## src/rtl/lstm_seq_pkg.sv

```systemverilog
// Shared definitions for the LSTM sequencer.
//   seq_state_e : sequencer FSM states (also driven on the debug state port)
//   bitwidth()  : word width of a signed QN.QM value (sign + QN + QM)
//   step_width(): width of the timestep counter, at least one bit
package lstm_seq_pkg;

  typedef enum logic [2:0] {
    ST_FLUSH    = 3'd0,
    ST_IDLE     = 3'd1,
    ST_ISSUE    = 3'd2,
    ST_WAIT_NET = 3'd3,
    ST_GAP      = 3'd4,
    ST_PERC     = 3'd5,
    ST_OUT      = 3'd6
  } seq_state_e;

  function automatic int bitwidth(input int qn, input int qm);
    return qn + qm + 1;
  endfunction

  function automatic int step_width(input int seq_len);
    int w;
    w = $clog2(seq_len);
    return (w < 1) ? 1 : w;
  endfunction

endpackage

```

## src/rtl/lstm_seq_ctrl_seq_watchdog.sv

```systemverilog
// seq_watchdog: clearable cycle counter with a terminal-count pulse.
// Only instantiated when LSTM_SEQ_WATCHDOG_EN is defined.
//   clk_i   : clock, rising edge
//   rst_ni  : synchronous active-low reset
//   clear_i : forces the count to zero (held while the guarded wait is not active)
//   en_i    : count one per cycle while high
//   fire_o  : high for the cycle in which LIMIT enabled cycles have elapsed
module seq_watchdog #(
  parameter int LIMIT = 1024
) (
  input  logic clk_i,
  input  logic rst_ni,
  input  logic clear_i,
  input  logic en_i,
  output logic fire_o
);

  localparam int CNT_W = (LIMIT > 1) ? $clog2(LIMIT) : 1;
  localparam logic [CNT_W-1:0] TC = CNT_W'(LIMIT - 1);

  logic [CNT_W-1:0] cnt_q;

  // The count runs 0..LIMIT-1, so the pulse lands in the LIMIT-th enabled cycle.
  assign fire_o = en_i && !clear_i && (cnt_q == TC);

  always_ff @(posedge clk_i) begin
    if (!rst_ni || clear_i || fire_o) begin
      cnt_q <= '0;
    end else if (en_i) begin
      cnt_q <= cnt_q + CNT_W'(1);
    end
  end

endmodule

```

## src/rtl/lstm_seq_ctrl.sv

```systemverilog
// lstm_seq_ctrl: sequences input vectors through the LSTM `network` and the
// `array_prod` perceptron, one timestep at a time, and returns one scalar per
// timestep. The recurrent state is flushed (net_reset) between sequences of
// SEQ_LEN timesteps. Optional watchdog: define LSTM_SEQ_WATCHDOG_EN.
//
// Ports
//   clock, reset                  : clock (rising edge), synchronous active-low reset
//   in_valid/in_ready/in_data     : input vector stream, element 0 in the LSBs
//   net_input, net_newSample      : latched vector and one-cycle start pulse to network
//   net_reset, net_dataReady      : active-high network reset, network done flag
//   perc_reset                    : active-high perceptron reset (low only in PERC)
//   perc_dataReady, perc_result   : perceptron done flag and result
//   out_valid/out_ready/out_data/out_last : result stream, out_last on final timestep
//   busy                          : high in every state except IDLE
//   timeout                       : one-cycle watchdog pulse (0 without the macro)
//   dbg_state_o                   : current FSM state
//
// Handshakes: a transfer happens at a rising clock edge where valid and ready
// are both high. Once out_valid is raised, out_data/out_last stay stable until
// that transfer; in_valid is only looked at while in_ready is high.
module lstm_seq_ctrl
  import lstm_seq_pkg::*;
#(
  parameter int INPUT_SZ       = 2,
  parameter int QN             = 6,
  parameter int QM             = 11,
  parameter int SEQ_LEN        = 8,
  parameter int FLUSH_CYCLES   = 2,
  parameter int TIMEOUT_CYCLES = 1024,
  localparam int BITWIDTH      = bitwidth(QN, QM)
) (
  input  logic                         clock,
  input  logic                         reset,
  input  logic                         in_valid,
  output logic                         in_ready,
  input  logic [INPUT_SZ*BITWIDTH-1:0] in_data,
  output logic [INPUT_SZ*BITWIDTH-1:0] net_input,
  output logic                         net_newSample,
  output logic                         net_reset,
  input  logic                         net_dataReady,
  output logic                         perc_reset,
  input  logic                         perc_dataReady,
  input  logic [BITWIDTH-1:0]          perc_result,
  output logic                         out_valid,
  input  logic                         out_ready,
  output logic [BITWIDTH-1:0]          out_data,
  output logic                         out_last,
  output logic                         busy,
  output logic                         timeout,
  output seq_state_e                   dbg_state_o
);

  localparam int STEP_W  = step_width(SEQ_LEN);
  localparam int FLUSH_W = (FLUSH_CYCLES > 1) ? $clog2(FLUSH_CYCLES) : 1;
  localparam logic [STEP_W-1:0]  LAST_STEP  = STEP_W'(SEQ_LEN - 1);
  localparam logic [FLUSH_W-1:0] FLUSH_LAST = FLUSH_W'(FLUSH_CYCLES - 1);

  if (SEQ_LEN < 1 || FLUSH_CYCLES < 1 || TIMEOUT_CYCLES < 1) begin : g_param_check
    $error("lstm_seq_ctrl: SEQ_LEN, FLUSH_CYCLES and TIMEOUT_CYCLES must be >= 1");
  end

  seq_state_e                  state_q, state_d;
  logic [STEP_W-1:0]           step_q, step_d;
  logic [FLUSH_W-1:0]          flush_cnt_q, flush_cnt_d;
  logic [INPUT_SZ*BITWIDTH-1:0] net_input_q, net_input_d;
  logic [BITWIDTH-1:0]         out_data_q, out_data_d;
  logic                        ndr_prev_q;
  logic                        ndr_rise;
  logic                        wd_fire;

  // Only a 0->1 transition counts as "network done": a flag left high from the
  // previous timestep must not complete the new one.
  assign ndr_rise = net_dataReady & ~ndr_prev_q;

`ifdef LSTM_SEQ_WATCHDOG_EN
  logic wd_run;
  assign wd_run = (state_q == ST_WAIT_NET) || (state_q == ST_PERC);

  seq_watchdog #(
    .LIMIT (TIMEOUT_CYCLES)
  ) u_seq_watchdog (
    .clk_i   (clock),
    .rst_ni  (reset),
    .clear_i (!wd_run),
    .en_i    (wd_run),
    .fire_o  (wd_fire)
  );
`else
  assign wd_fire = 1'b0;
`endif

  always_comb begin
    state_d       = state_q;
    step_d        = step_q;
    flush_cnt_d   = '0;
    net_input_d   = net_input_q;
    out_data_d    = out_data_q;
    in_ready      = 1'b0;
    net_newSample = 1'b0;
    net_reset     = 1'b0;
    perc_reset    = 1'b1;
    out_valid     = 1'b0;
    out_last      = 1'b0;
    busy          = 1'b1;
    timeout       = 1'b0;

    unique case (state_q)
      ST_FLUSH: begin
        net_reset   = 1'b1;
        step_d      = '0;
        flush_cnt_d = flush_cnt_q + FLUSH_W'(1);
        if (flush_cnt_q == FLUSH_LAST) begin
          flush_cnt_d = '0;
          state_d     = ST_IDLE;
        end
      end
      ST_IDLE: begin
        in_ready = 1'b1;
        busy     = 1'b0;
        if (in_valid) begin
          net_input_d = in_data;
          state_d     = ST_ISSUE;
        end
      end
      ST_ISSUE: begin
        net_newSample = 1'b1;
        state_d       = ST_WAIT_NET;
      end
      ST_WAIT_NET: begin
        // A watchdog expiry wins so that a timeout pulse always means a flush.
        if (wd_fire) begin
          timeout = 1'b1;
          state_d = ST_FLUSH;
        end else if (ndr_rise) begin
          state_d = ST_GAP;
        end
      end
      ST_GAP: begin
        state_d = ST_PERC;
      end
      ST_PERC: begin
        perc_reset = 1'b0;
        if (wd_fire) begin
          timeout = 1'b1;
          state_d = ST_FLUSH;
        end else if (perc_dataReady) begin
          out_data_d = perc_result;
          state_d    = ST_OUT;
        end
      end
      ST_OUT: begin
        out_valid = 1'b1;
        out_last  = (step_q == LAST_STEP);
        if (out_ready) begin
          if (step_q == LAST_STEP) begin
            step_d  = '0;
            state_d = ST_FLUSH;
          end else begin
            step_d  = step_q + STEP_W'(1);
            state_d = ST_IDLE;
          end
        end
      end
      default: begin
        state_d = ST_FLUSH;
      end
    endcase
  end

  always_ff @(posedge clock) begin
    if (!reset) begin
      state_q     <= ST_FLUSH;
      step_q      <= '0;
      flush_cnt_q <= '0;
      net_input_q <= '0;
      out_data_q  <= '0;
      ndr_prev_q  <= 1'b0;
    end else begin
      state_q     <= state_d;
      step_q      <= step_d;
      flush_cnt_q <= flush_cnt_d;
      net_input_q <= net_input_d;
      out_data_q  <= out_data_d;
      ndr_prev_q  <= net_dataReady;
    end
  end

  assign net_input   = net_input_q;
  assign out_data    = out_data_q;
  assign dbg_state_o = state_q;

endmodule

```

## config.mk

```make
export PLATFORM = sky130hd
export DESIGN_NAME = lstm_seq_ctrl
export DESIGN_NICKNAME = d
export VERILOG_FILES = /design/src/rtl/lstm_seq_pkg.sv /design/src/rtl/lstm_seq_ctrl_seq_watchdog.sv /design/src/rtl/lstm_seq_ctrl.sv
export SDC_FILE = /design/constraint.sdc
export NUM_CORES = 1
export LEC_CHECK = 0
export ABC_AREA = 1
export BUFFER_PORTS_ARGS = -buffer_cell sky130_fd_sc_hd__buf_2
export CAP_MARGIN = 20
export CORE_UTILIZATION = 32
export CTS_BUF_LIST = sky130_fd_sc_hd__clkbuf_2 sky130_fd_sc_hd__clkbuf_4 sky130_fd_sc_hd__clkbuf_8
export DETAILED_ROUTE_END_ITERATION = 10
export GPL_TIMING_DRIVEN = 0
export PLACE_DENSITY = 0.68
export SLEW_MARGIN = 40
export SYNTH_ARGS = -nofsm -noshare
export SYNTH_HDL_FRONTEND = slang
export SYNTH_SLANG_ARGS = --single-unit
```

## constraint.sdc

```tcl
create_clock -name clock -period 1.7 [get_ports clock]
set_input_delay 0.085 -clock clock [delete_from_list [all_inputs] [get_ports clock]]
set_output_delay 0.085 -clock clock [all_outputs]
set_load 0.005 [all_outputs]
```

# After elaboration in Yosys (flattened, before gate mapping)
# Cells that the tools add are included.
dict set report totals {
  register_bits 62
  latchBits 0
  ramBits 0
  romBits 0
  input_bits 60
  out_inout_bits 65
  elab_cells 48
  mem_count 0
}
dict set report classes {
  addsub 2
  n_mul 0
  n_div 0
  magnitude_cmp 0
  n_eq_ne 12
  shift 0
  mux 17
  bitwise 4
  n_reduce_logical 7
}
# operator count
set op_table {}
lappend op_table {{2-to-1 mux 3 bit} 7}
lappend op_table {{case mux 3 bit (7 select lines)} 1}
lappend op_table {{equality test 3 bit, second input constant} 4}
lappend op_table {{!= test 2 bit, second input constant} 5}
lappend op_table {{2-to-1 mux 1 bit} 8}
lappend op_table {{equality test 3 x 2 -> 1 bit, second input constant} 2}
lappend op_table {{case mux 3 bit (2 select lines)} 1}
lappend op_table {{AND reduction 2 bit} 3}
lappend op_table {{AND reduction 5 bit} 1}
lappend op_table {{adder 3 x 1 -> 3 bit, second input constant} 1}
lappend op_table {{equality test 3 x 1 -> 1 bit, second input constant} 1}
lappend op_table {{zero test 3 bit} 1}
lappend op_table {{NOT 1 bit} 3}
lappend op_table {{OR reduction 3 bit} 1}
lappend op_table {{nonzero test 2 bit} 1}
lappend op_table {{adder 1 bit, second input constant} 1}
lappend op_table {{bitwise AND 1 bit} 1}

# Depth between registers and ports, before layout
dict set report logic_depth {
  depth_word 4
  mapped_depth 9
  mapped_depth_nobuf 8
}

# Worst setup path after synthesis
# No wires, ideal clock.
dict set report synth_path {
  kind {register -> register}
  startpoint {register state_q[2], in the netlist dbg_state_o[2]}
  endpoint {register net_input_q[10], in the netlist net_input[10]}
  setup_time_ns 0.116
  arrival_ns 1.141
  t_required_ns 1.584
  path_slack_ns 0.444
  path_stages_with_launch 9
  n_path_buf 2
  period_less_slack_ns 1.256
  path_cell_list {dfxtp_1 buf_4 clkinv_1 nand3_4 nor2_8 inv_8 buf_12 nor2_2 nor2_1}
}
dict set report synth_via {
  elab_chain_len 2
}
# element line
set synth_rtl {}
lappend synth_rtl {{start: declaration} lstm_seq_ctrl.sv:62} ;# seq_state_e state_q, state_d;
lappend synth_rtl {{start signal: assignment} lstm_seq_ctrl.sv:179} ;# state_q <= state_d;
lappend synth_rtl {{equality test 3 x 1 -> 1 bit} lstm_seq_ctrl.sv:107} ;# unique case (state_q)
lappend synth_rtl {{AND reduction 2 bit (no line)} --}
lappend synth_rtl {{end signal: assignment} lstm_seq_ctrl.sv:182} ;# net_input_q <= net_input_d;
lappend synth_rtl {{end: declaration} lstm_seq_ctrl.sv:65} ;# logic [INPUT_SZ*BITWIDTH-1:0] net_input_q, net_input_d;
# Every way passes these cells.
# A chain may end at the register's enable or synchronous reset.

# Worst setup path in the final report
dict set report layout_path {
  startpoint {register step_q[0]}
  endpoint {output port out_last}
}
dict set report layout_via {
  elab_chain_len 2
}
# element line
set layout_rtl {}
lappend layout_rtl {{start: declaration} lstm_seq_ctrl.sv:63} ;# logic [STEP_W-1:0] step_q, step_d;
lappend layout_rtl {{start signal: assignment} lstm_seq_ctrl.sv:180} ;# step_q <= step_d;
lappend layout_rtl {{equality test 3 bit} lstm_seq_ctrl.sv:153} ;# out_last = (step_q == LAST_STEP);
lappend layout_rtl {{2-to-1 mux 1 bit} lstm_seq_ctrl.sv:107}
lappend layout_rtl {{end: declaration} lstm_seq_ctrl.sv:47} ;# output logic out_last,
# Every way passes these cells.

==> metrics.yaml <==
outcome:
  outcome: "finished clean"
layout:
  area.growth.synth_to_final_pct: 51.0
  fillerInstances: 726
  multi_input_comb_area_um2: 1020
  final_core_util_pct: 50.1
  design.final.nets: 548
  n_antenna_cell: 0
  post_layout_nonfiller_instances: 593
  drive_above_1_share_pct: 39.1
  area.sequential_um2: 1240
  most-common-layout-cells: "124 x sky130_fd_sc_hd__buf_2, 62 x sky130_fd_sc_hd__nor2_1, 62 x sky130_fd_sc_hd__dfxtp_1"
  final_common_cell: "sky130_fd_sc_hd__buf_2"
clock_network:
  cts_setup_buffers: 0
  tritoncts: "yes"
  clock_tree.buffer_depth: 2
  cts_htree_levels: 3
  resized_cells_post_cts: 0
  cts_hold_repair.buffers: 36
  clock-root-buffer: "sky130_fd_sc_hd__clkbuf_8"
  cts.reportedPaths.clkPinSlew_ns: 0.07
  cts_sinks: 62
  clock_latency_reported_for_the_late_side_of_the_worst_skew_pair_ns: 0.33
  numCtsBuffers: 9
timing:
  post-route-min-period_ns: 1.46
  final.setup_skew_ns: 0.00801
  rsz_0062_raised_after_global_routing: "false"
  fmax_mhz: 686
  timing.final.ws_setup_ns: 0.243
  final_min_period_over_clock_period_pct: 85.7
  setup_viol_count_final: 0
  fin_hold_ws_ns: 0.0231
  fin_setup_tns_ns: 0
  drv_slew: 0
  hold_viol: 0
placed_design:
  final_replace_weighted_congestion: 0.782
  placed_cell_count: 541
  io_buffer_count: 123
  dp_slack_ns: 0.270
  hpwl_um: 4830
job:
  max_cap_viol_count: 0
floorplanning:
  core_um2: 7730
  chipHeight_um: 91.5
  io_pins: 125
  chipWidth_um: 91.5
  die-area_um2: 8370
  starting_density_of_the_core_pct: 33.2
  rows: 32
worst_setup_path:
  cp_data_required_time_ns: 1.62
  crit_type: "reg -> out"
  setup.worst_path.end_class: "primary output"
  r2r_end: "out_data[10]"
  worstPathArrival_ns: 1.37
  worstSetupStartpointType: "flip-flop"
  worst_r2r_startpoint: "dbg_state_o[0]"
  worst-r2r-cell-count: 7
  r2r_setup_slk_ns: 0.24
  critPathMaxFanout: 3
logic_synthesis:
  post_synth.cell_area_avg_um2: 8.11
  synthArstFlopShare_pct: 0
  synth_fp_nets: 378
  ys_types: 25
  number_of_enable_type_register_cells_in_the_synthesized_netlist: 0
  yosys_register_bits: 62
  syn-instance-count: 316
  mappedNetlistArea_um2: 2560
  yosys_warnings: 0
  postSynth.topFlopCell: "sky130_fd_sc_hd__dfxtp_1"
  yosysSeqAreaShare_pct: 48.4
min_path:
  hold_start: "in_data[31]"
  hold_class: "in -> reg"
  hold_end: "net_input[31]"
  worstHoldPathCells: 3
detailed_routing:
  detail_route.wl_per_cell_um: 11.9
  first_pass_iters: 5
  drt.antenna.violating_nets: 0
  via_per_inst: 4.45
  dr.first_iter.drc_count: 53
  vias: 2640
  drc_errors: 0
  finalWirelength_um: 7070
grt:
  global_route.usage.total_pct: 17.4
  grt_start_max_net_pins: 12
  grt.overflow.total: 0
  via_count_of_the_first_global_routing_pass: 2667
  antenna_found_initial: 0
  grt_pass1_wl_um: 11600
power:
  static-leakage-power_uw: 0.00192
  vdd_ir_drop_max_uv: 613
  power_density_nw_per_um2: 1230
-- through the flow --
step,instance area [um^2],total power (uW)
after floorplan,2560,2860
after global placement,3310,3390
after detailed placement,3310,3430
after CTS,3870,4810
after global routing,3870,5110
final,3870,4770
-- how the worst max path moves through the flow --
stage / startpoint / endpoint
4_1_cts: step_q[0] / out_last
3_3_place_gp: dbg_state_o[0] / out_data[9]
3_5_place_dp: dbg_state_o[0] / out_data[10]
6_report: step_q[0] / out_last
2_1_floorplan: dbg_state_o[2] / net_input[10]
5_1_grt: step_q[0] / out_last
-- where the power goes --
| part | internal (uW) | leakage, uW | switching [uW] | total, uW |
|---|---|---|---|---|
| Combinational | 701 | 0.00131 | 857 | 1560 |
| Sequential | 1750 | 0.000505 | 160 | 1910 |
| Clock | 733 | 0.0000990 | 567 | 1300 |
-- state kept, by name, indices dropped and copies added (netlist names) --
| signal | cells |
|---|---|
| flush_cnt_q | 1 |
| step_q | 3 |
| out_data | 18 |
| net_input | 36 |
| ndr_prev_q | 1 |
| dbg_state_o | 3 |
-- Yosys cell counts, types with 2 or more instances --
| library cell | n | area share [%] |
|---|---|---|
| sky130_fd_sc_hd__dfxtp_1 | 62 | 48 |
| sky130_fd_sc_hd__inv_1 | 27 | 4.0 |
| sky130_fd_sc_hd__buf_4 | 2 | 0.59 |
| sky130_fd_sc_hd__ha_1 | 2 | 0.98 |
| sky130_fd_sc_hd__buf_12 | 3 | 2.3 |
| sky130_fd_sc_hd__nand3_2 | 2 | 0.78 |
| sky130_fd_sc_hd__nor3_1 | 2 | 0.39 |
| sky130_fd_sc_hd__nand3_1 | 7 | 1.4 |
| sky130_fd_sc_hd__nor2_2 | 32 | 7.8 |
| sky130_fd_sc_hd__nand2_1 | 13 | 1.9 |
| sky130_fd_sc_hd__buf_6 | 6 | 2.6 |
| sky130_fd_sc_hd__a21oi_1 | 21 | 4.1 |
| sky130_fd_sc_hd__nor2_1 | 62 | 9.1 |
| sky130_fd_sc_hd__clkinv_1 | 2 | 0.29 |
| sky130_fd_sc_hd__o21ai_0 | 57 | 11 |
| sky130_fd_sc_hd__inv_2 | 2 | 0.29 |
| sky130_fd_sc_hd__clkbuf_1 | 6 | 0.88 |
-- critical path, cell delays in order, from the launching register on --
cell and delay [ns]:
sky130_fd_sc_hd__dfxtp_1 0.35, sky130_fd_sc_hd__ha_1 0.16, sky130_fd_sc_hd__ha_1 0.20, sky130_fd_sc_hd__nand3_1 0.12, sky130_fd_sc_hd__nor2_1 0.11, sky130_fd_sc_hd__buf_2 0.12
-- kinds of logic after synthesis --
| kind of cell | count (synthesis) | share of synthesized area [%] |
|---|---|---|
| buffers and inverters | 51 | 11.9 |
| AO/OA/AOI/OAI | 80 | 15.8 |
| adder cells (fa/ha/maj) | 2 | 0.976 |
| other | 1 | 0.146 |
| flip-flops | 62 | 48.4 |
| AND/OR/NAND/NOR | 120 | 22.8 |
-- metal layers --
| metal | wire length (um) | vias up | global-route usage (%) | part of all wire, % |
|---|---|---|---|---|
| met1 | 2990 | 1193 | 19.3 | 42 |
| met4 | 82 | 0 | 6.08 | 1.2 |
| met3 | 496 | 6 | 6.28 | 7.0 |
| met5 | 0 | - | 0 | 0 |
| met2 | 3500 | 101 | 30.5 | 49 |
| li1 | - | 1340 | - | - |
-- cell type report --
class	count	share of cell area, %
repair buffers	159	25.2
plain buffers	18	4.40
clock inverters	5	1.52
multi-input cells	203	26.3
clock buffers	11	3.75
inverters	33	3.46
flip-flops and latches	62	32.1
well taps	102	3.30
No activity file was read; power rests on OpenSTA's default activity.
